### src/rtl/nsa_pkg.sv
// Shared types and constants for the nibble-serial adder.
package nsa_pkg;

   localparam int unsigned NIBBLE_W = 4;

   typedef enum logic [1:0] {
      IDLE = 2'd0,
      RUN  = 2'd1,
      DONE = 2'd2
   } state_t;

   // Ceiling log2 with a floor of 1 so a single-nibble adder still has a count bit.
   function automatic int unsigned clog2(input int unsigned n);
      int unsigned r;
      r = 0;
      while ((64'd1 << r) < 64'(n)) r++;
      if (r == 0) r = 1;
      return r;
   endfunction

endpackage

### src/rtl/cla4_slice.sv
// 4-bit carry-lookahead slice: generate/propagate carries, exposing c3 for overflow detection.
module cla4_slice
   import nsa_pkg::*;
(
   input  logic [NIBBLE_W-1:0] a,
   input  logic [NIBBLE_W-1:0] b,
   input  logic                cin,
   output logic [NIBBLE_W-1:0] sum,
   output logic                c3,
   output logic                c4
);

   logic [NIBBLE_W-1:0] p;
   logic [NIBBLE_W-1:0] g;
   logic [NIBBLE_W:0]   c;

   assign p = a | b;
   assign g = a & b;

   // Every carry is a flat sum of products of g/p and cin.
   assign c[0] = cin;
   assign c[1] = g[0] | (p[0] & c[0]);
   assign c[2] = g[1] | (p[1] & g[0]) | (p[1] & p[0] & c[0]);
   assign c[3] = g[2] | (p[2] & g[1]) | (p[2] & p[1] & g[0]) | (p[2] & p[1] & p[0] & c[0]);
   assign c[4] = g[3] | (p[3] & g[2]) | (p[3] & p[2] & g[1]) | (p[3] & p[2] & p[1] & g[0])
               | (p[3] & p[2] & p[1] & p[0] & c[0]);

   assign sum = (a ^ b) ^ c[NIBBLE_W-1:0];
   assign c3  = c[3];
   assign c4  = c[4];

endmodule

### src/rtl/nibble_serial_adder.sv
// Multi-cycle WIDTH-bit adder: one nibble per clock through a CLA slice, LSB first,
// with valid/ready handshakes on operand and result sides.
module nibble_serial_adder
   import nsa_pkg::*;
#(
   parameter int unsigned WIDTH = 16
) (
   input  logic             clk,
   input  logic             rst,
   input  logic             in_valid,
   output logic             in_ready,
   input  logic [WIDTH-1:0] in_a,
   input  logic [WIDTH-1:0] in_b,
   input  logic             in_cin,
   output logic             out_valid,
   input  logic             out_ready,
   output logic [WIDTH-1:0] out_sum,
   output logic             out_cout,
   output logic             out_overflow,
   output logic             busy
);

   localparam int unsigned NIB   = WIDTH / NIBBLE_W;
   localparam int unsigned CNT_W = clog2(NIB);
   localparam logic [CNT_W-1:0] LAST = CNT_W'(NIB - 1);

   state_t              state;
   state_t              state_nxt;
   logic [CNT_W-1:0]    count;
   logic                carry;
   logic [WIDTH-1:0]    a_reg;
   logic [WIDTH-1:0]    b_reg;
   logic [WIDTH-1:0]    result;
   logic                cout_reg;
   logic                ovf_reg;

   logic                accept_c;
   logic                handshake_c;
   logic                last_c;
   logic [NIBBLE_W-1:0] nib_a;
   logic [NIBBLE_W-1:0] nib_b;
   logic [NIBBLE_W-1:0] s_sum;
   logic                s_c3;
   logic                s_c4;

   assign accept_c    = (state == IDLE) && in_valid;
   assign handshake_c = (state == DONE) && out_ready;
   assign last_c      = (count == LAST);

   // State register.
   always_ff @(posedge clk) begin
      if (rst) state <= IDLE;
      else     state <= state_nxt;
   end

   // Next-state logic.
   always_comb begin
      state_nxt = state;
      case (state)
         IDLE:    if (accept_c)    state_nxt = RUN;
         RUN:     if (last_c)      state_nxt = DONE;
         DONE:    if (handshake_c) state_nxt = IDLE;
         default:                  state_nxt = IDLE;
      endcase
   end

   // Handshake/status outputs decoded from the state register.
   always_comb begin
      in_ready  = 1'b0;
      out_valid = 1'b0;
      busy      = 1'b0;
      case (state)
         IDLE:    in_ready  = 1'b1;
         RUN:     busy      = 1'b1;
         DONE: begin
            out_valid = 1'b1;
            busy      = 1'b1;
         end
         default: in_ready  = 1'b0;
      endcase
   end

   // Select the operand nibbles for the current step.
   always_comb begin
      nib_a = '0;
      nib_b = '0;
      for (int i = 0; i < int'(NIB); i++) begin
         if (count == CNT_W'(i)) begin
            nib_a = a_reg[i*NIBBLE_W +: NIBBLE_W];
            nib_b = b_reg[i*NIBBLE_W +: NIBBLE_W];
         end
      end
   end

   cla4_slice u_slice (
      .a   (nib_a),
      .b   (nib_b),
      .cin (carry),
      .sum (s_sum),
      .c3  (s_c3),
      .c4  (s_c4)
   );

   // Datapath: operand capture on accept, one nibble per RUN cycle.
   always_ff @(posedge clk) begin
      if (rst) begin
         count    <= '0;
         carry    <= 1'b0;
         a_reg    <= '0;
         b_reg    <= '0;
         result   <= '0;
         cout_reg <= 1'b0;
         ovf_reg  <= 1'b0;
      end else begin
         case (state)
            IDLE: begin
               if (accept_c) begin
                  a_reg    <= in_a;
                  b_reg    <= in_b;
                  carry    <= in_cin;
                  count    <= '0;
                  result   <= '0;
                  cout_reg <= 1'b0;
                  ovf_reg  <= 1'b0;
               end
            end
            RUN: begin
               for (int i = 0; i < int'(NIB); i++) begin
                  if (count == CNT_W'(i)) result[i*NIBBLE_W +: NIBBLE_W] <= s_sum;
               end
               carry <= s_c4;
               if (last_c) begin
                  count    <= '0;
                  cout_reg <= s_c4;
                  ovf_reg  <= s_c4 ^ s_c3;
               end else begin
                  count <= count + CNT_W'(1);
               end
            end
            default: begin
            end
         endcase
      end
   end

   assign out_sum      = result;
   assign out_cout     = cout_reg;
   assign out_overflow = ovf_reg;

endmodule
### config.mk
export PLATFORM = sky130hd
export DESIGN_NAME = nibble_serial_adder
export DESIGN_NICKNAME = d
export VERILOG_FILES = /design/src/rtl/nsa_pkg.sv /design/src/rtl/cla4_slice.sv /design/src/rtl/nibble_serial_adder.sv
export SDC_FILE = /design/constraint.sdc
export NUM_CORES = 1
export LEC_CHECK = 0
export BUFFER_PORTS_ARGS = -buffer_cell sky130_fd_sc_hd__buf_2
export CAP_MARGIN = 25
export CORE_ASPECT_RATIO = 0.7
export CORE_MARGIN = 5
export CORE_UTILIZATION = 40
export DETAILED_ROUTE_END_ITERATION = 8
export RECOVER_POWER = 100
export SYNTH_ARGS = -nofsm -noshare
export SYNTH_HDL_FRONTEND = slang
export SYNTH_SLANG_ARGS = --single-unit
### constraint.sdc
create_clock -name clk -period 2.9 [get_ports clk]
set_input_delay 0.29 -clock clk [delete_from_list [all_inputs] [get_ports clk]]
set_output_delay 0.29 -clock clk [all_outputs]
set_load 0.02 [all_outputs]
==> run summary <==
The run finished with clean final reports. The net count after synthesis is 408. The worst slew slack as a fraction of its limit is 14.0%.

The CTS tree is yes. Compared with the post-synthesis result, the final layout area differs by 17.5%. The total I/O pin count came out at 58.

The worst reg2reg path depth came out at 10. The internal portion of total power is 1.18 mW. The fraction of power spent switching nets came out at 32.8%. The die area is 9000 sq um. The final setup violation count came out at 0. The number of global-route vias before repair came out at 2533. The number of placed instances, taps included, is 492. In this run, synthesis inferred 0 flip-flops with an integrated enable. The max capacitance violation total is 0.

Counting both buffers and inverters, the worst setup path holds a total of 2. Power comes to 1.76 mW. The maximum clock insertion buffer count came out at 2.

The part of the total power dissipated in the clock network is 26.1%. The total area of sequential cells came out at 1110 sq um. The half-perimeter wire length of the detailed placement result is 5.35 mm.

The post-route cell area is 3370 sq um. The detailed-route wire length per cell came out at 14.5 um. The cell area after technology mapping came out at 2870 sq um.

Summing all placed instances gives a cell area of 3250 sq um. Routability-driven placement finished with a final weighted congestion of 0.797. The number of optimization iterations in the first detailed-route pass came out at 4.

The nature of the critical path endpoint is a register. The x dimension of the die is 111 um. The worst hold endpoint is a_reg[10]. The clock reaches the later pin of the worst-skew pair after 0.32 ns. Of the synthesized area, sequential elements account for 38.4%.

The area share of the largest cell type after synthesis came out at 38.4%. The max-slew violation count came out at 0. The sequential share of power came out at 47.7%. Entering global routing, the biggest net connects 46 pins.

The setup TNS came out at 0 ns. The top cell types in the final layout, fill and taps aside, are nand2_1, dfxtp_1, a21oi_1. The share of power burned in combinational logic is 26.2%. The analysis attributes to net switching a power of 0.576 mW. The origin of the critical flop-to-flop path is count[1]. The count of yosys warnings during synthesis came out at 0.

In this run the worst hold path is classified as in -> reg. The number of remaining DRC errors came out at 0. The final worst clock skew came out at 0.00910 ns. STA classifies the critical path startpoint as a register. The number of filler cells placed in the layout is 718. The largest individual stage delay along the critical path comes from the cell or4_4.

For met2 alone, demand over resource in global routing was 26.1%. In this run, distinct cell masters in the synthesized netlist total 46. The met3 layer usage reported by global route came out at 3.50%. In the synthesized netlist the dominant register cell turns out to be dfxtp_1. The global routing stage identified its most utilized layer as met2.

The number of antenna violations at the first check in global routing was 0. The fraction of layout cells with a size suffix above 1 is 17.7%. Across the VDD grid, the largest voltage drop is 225 uV.

The endpoint identified for the worst register-to-register timing path is out_sum[14]. The maximum cell stage delay along the critical path came out at 0.56 ns. The leakage power came out at 1.41 nW.

The flip-flop and latch count after synthesis is 55. The cell type contributing the most total cell area after synthesis is dfxtp_1. Data arrives at the worst endpoint at 2.94 ns.

The number of clock buffers inserted by TritonCTS came out at 5. The power density of the placed cells came out at 521 nW/um^2. The area taken by multi-input logic gates is 1660 sq um.

In this run the most critical hold path is launched from in_a[10]. The mean number of vias per cell is 5.17. The hold violation total from the final report is 0. Port buffering added 57 buffers. The pin slew with the least headroom to its limit is 1.29 ns. The cell sitting at the root of the clock tree is a clkbuf_8. The top fanout value on the critical path came out at 9.

The worst path uses 94.9% of the clock period. The worst hold-check slack is 0.196 ns. The post-synthesis area per instance came out at 8.09 sq um. The number of stages on the worst hold path came out at 3.

The first global-routing pass estimated 11.9 mm of wire. The die is 80.9 um tall. By area the synthesized netlist is led by dfxtp_1, nand2_1, a21oi_1. The critical path goes through inv_1 > ha_4 > buf_2 > a221oi_1 > nor3_1 > a21o_1 > ha_1 > or4_4 > a41oi_1 > o22ai_1.

The clock period minus worst slack came out at 2.75 ns. The critical path's top delay family is compound AO/OA/AOI/OAI gates. After clock tree synthesis, the clock-pin slew on the worst setup and hold paths is 0.11 ns.

Data on the critical path is required at its endpoint by 3.09 ns. The met1 track demand over resource is 22.2%. Synthesis produced 355 cells.

The maximum frequency from static timing analysis is 363 MHz. The H-tree level count is 2. The antenna diode count is 0. The effective utilization at floorplan came out at 41.9%. The region available for standard cell placement spans 6850 sq um. In the synthesized netlist the async set-or-reset flop fraction comes to 0%. The number of nets with antenna violations after detailed routing came out at 0.

The net count reported at finish is 459. The setup slack on the worst flop-to-flop path came out at 0.15 ns. The finished layout holds 501 standard cells, fillers aside. Summed over all layers, the routed wires come to 7.26 mm. CTS saw 55 sinks. The overall fraction of global-route tracks in use is 16.3%. Setup repair after global routing left no endpoint under its margin. The residual overflow from global routing came out at 0. In this run, the number of DRC markers left after iteration 0 of detailed routing was 122.

The most common cell after layout, fill and taps aside is nand2_1. The number of placement rows came out at 25. The category of the critical setup timing path is reg -> reg.

The routed via count came out at 2591.
## synth_stat cells, types with 2 or more instances
cell type,n
ha_1,15
buf_1,2
a32oi_1,2
nor2b_1,21
nor3_1,10
a31oi_1,3
a211oi_1,3
a21oi_1,50
and2_1,2
o211ai_1,3
mux2i_1,10
clkbuf_1,18
inv_1,10
nor4_1,2
nor2_1,14
nand2_1,70
dfxtp_1,55
or2_2,2
a311o_1,3
nor3b_1,3
and3_1,3
nand3_1,5
a221oi_1,8
o21ai_0,2
buf_6,2
buf_2,4
a21o_1,9
or3_1,3
o21a_1,4
## through the flow
| stage | util, % | setup slack [ns] |
|---|---|---|
| 5_1_grt | 49.2 | 0.000450 |
| 3_5_place_dp | 47.4 | -0.0422 |
| 4_1_cts | 48.9 | 0.0725 |
| 3_3_place_gp | 47.4 | 0.0294 |
| 2_1_floorplan | - | 0.136 |
| 6_report | 49.2 | 0.149 |
## how the worst max path moves through the flow
stage	endpoint	from	slack [ns]	cells past startpoint
after global placement	out_sum[14]	count[0]	0.03	10
after floorplan	out_sum[14]	count[1]	0.14	11
final	out_sum[14]	count[1]	0.15	10
after CTS	out_sum[14]	count[0]	0.07	10
after detailed placement	out_sum[14]	count[0]	-0.04	10
after global routing	out_sum[14]	count[1]	0.0005	10
## power groups by stage
stage	registers (mW)	logic [mW]	clock network, mW
2_1_floorplan	0.855	0.330	0
3_3_place_gp	0.854	0.447	0
3_5_place_dp	0.855	0.452	0
4_1_cts	0.838	0.454	0.468
5_1_grt	0.845	0.518	0.503
6_report	0.838	0.461	0.458
## final cells by class
| class | count | area share (%) |
|---|---|---|
| Sequential cell | 55 | 32.8 |
| Inverter | 10 | 1.11 |
| Tap cell | 94 | 3.49 |
| Clock inverter | 2 | 0.482 |
| Timing Repair Buffer | 70 | 10.4 |
| Multi-Input combinational cell | 264 | 49.3 |
| Clock buffer | 6 | 2.45 |
## cells by family (layout without fill, tap and decap cells)
logic type	after synthesis	in the layout	share of synthesized area, %
compound gates	95	95	21.2
xor+xnor	1	1	0.305
fa+ha+maj	16	16	7.24
buf+inv	36	88	5.41
flops	55	55	38.4
mux	11	11	4.01
simple gates	141	141	23.5
## worst reg2reg max path, stage by stage (launching register included)
cell and delay (ns):
dfxtp_4 0.39, inv_1 0.08, ha_4 0.20, buf_2 0.18, a221oi_1 0.30, nor3_1 0.09
a21o_1 0.18, ha_1 0.30, or4_4 0.56, a41oi_1 0.23, o22ai_1 0.11
## per-layer routing
layer | up-vias | share of wire (%)
met5 | - | 0
met4 | 0 | 1.1
met3 | 8 | 6.0
met2 | 79 | 43
met1 | 1172 | 50
li1 | 1332 | -
## timing repair
item | in CTS | in global routing
buffers inserted | 0 | 1
endpoints found under the setup margin | 3 | 6
resized for setup | 2 | 11
hold buffers | 0 | 0
Power figures use the tool's default switching activity.
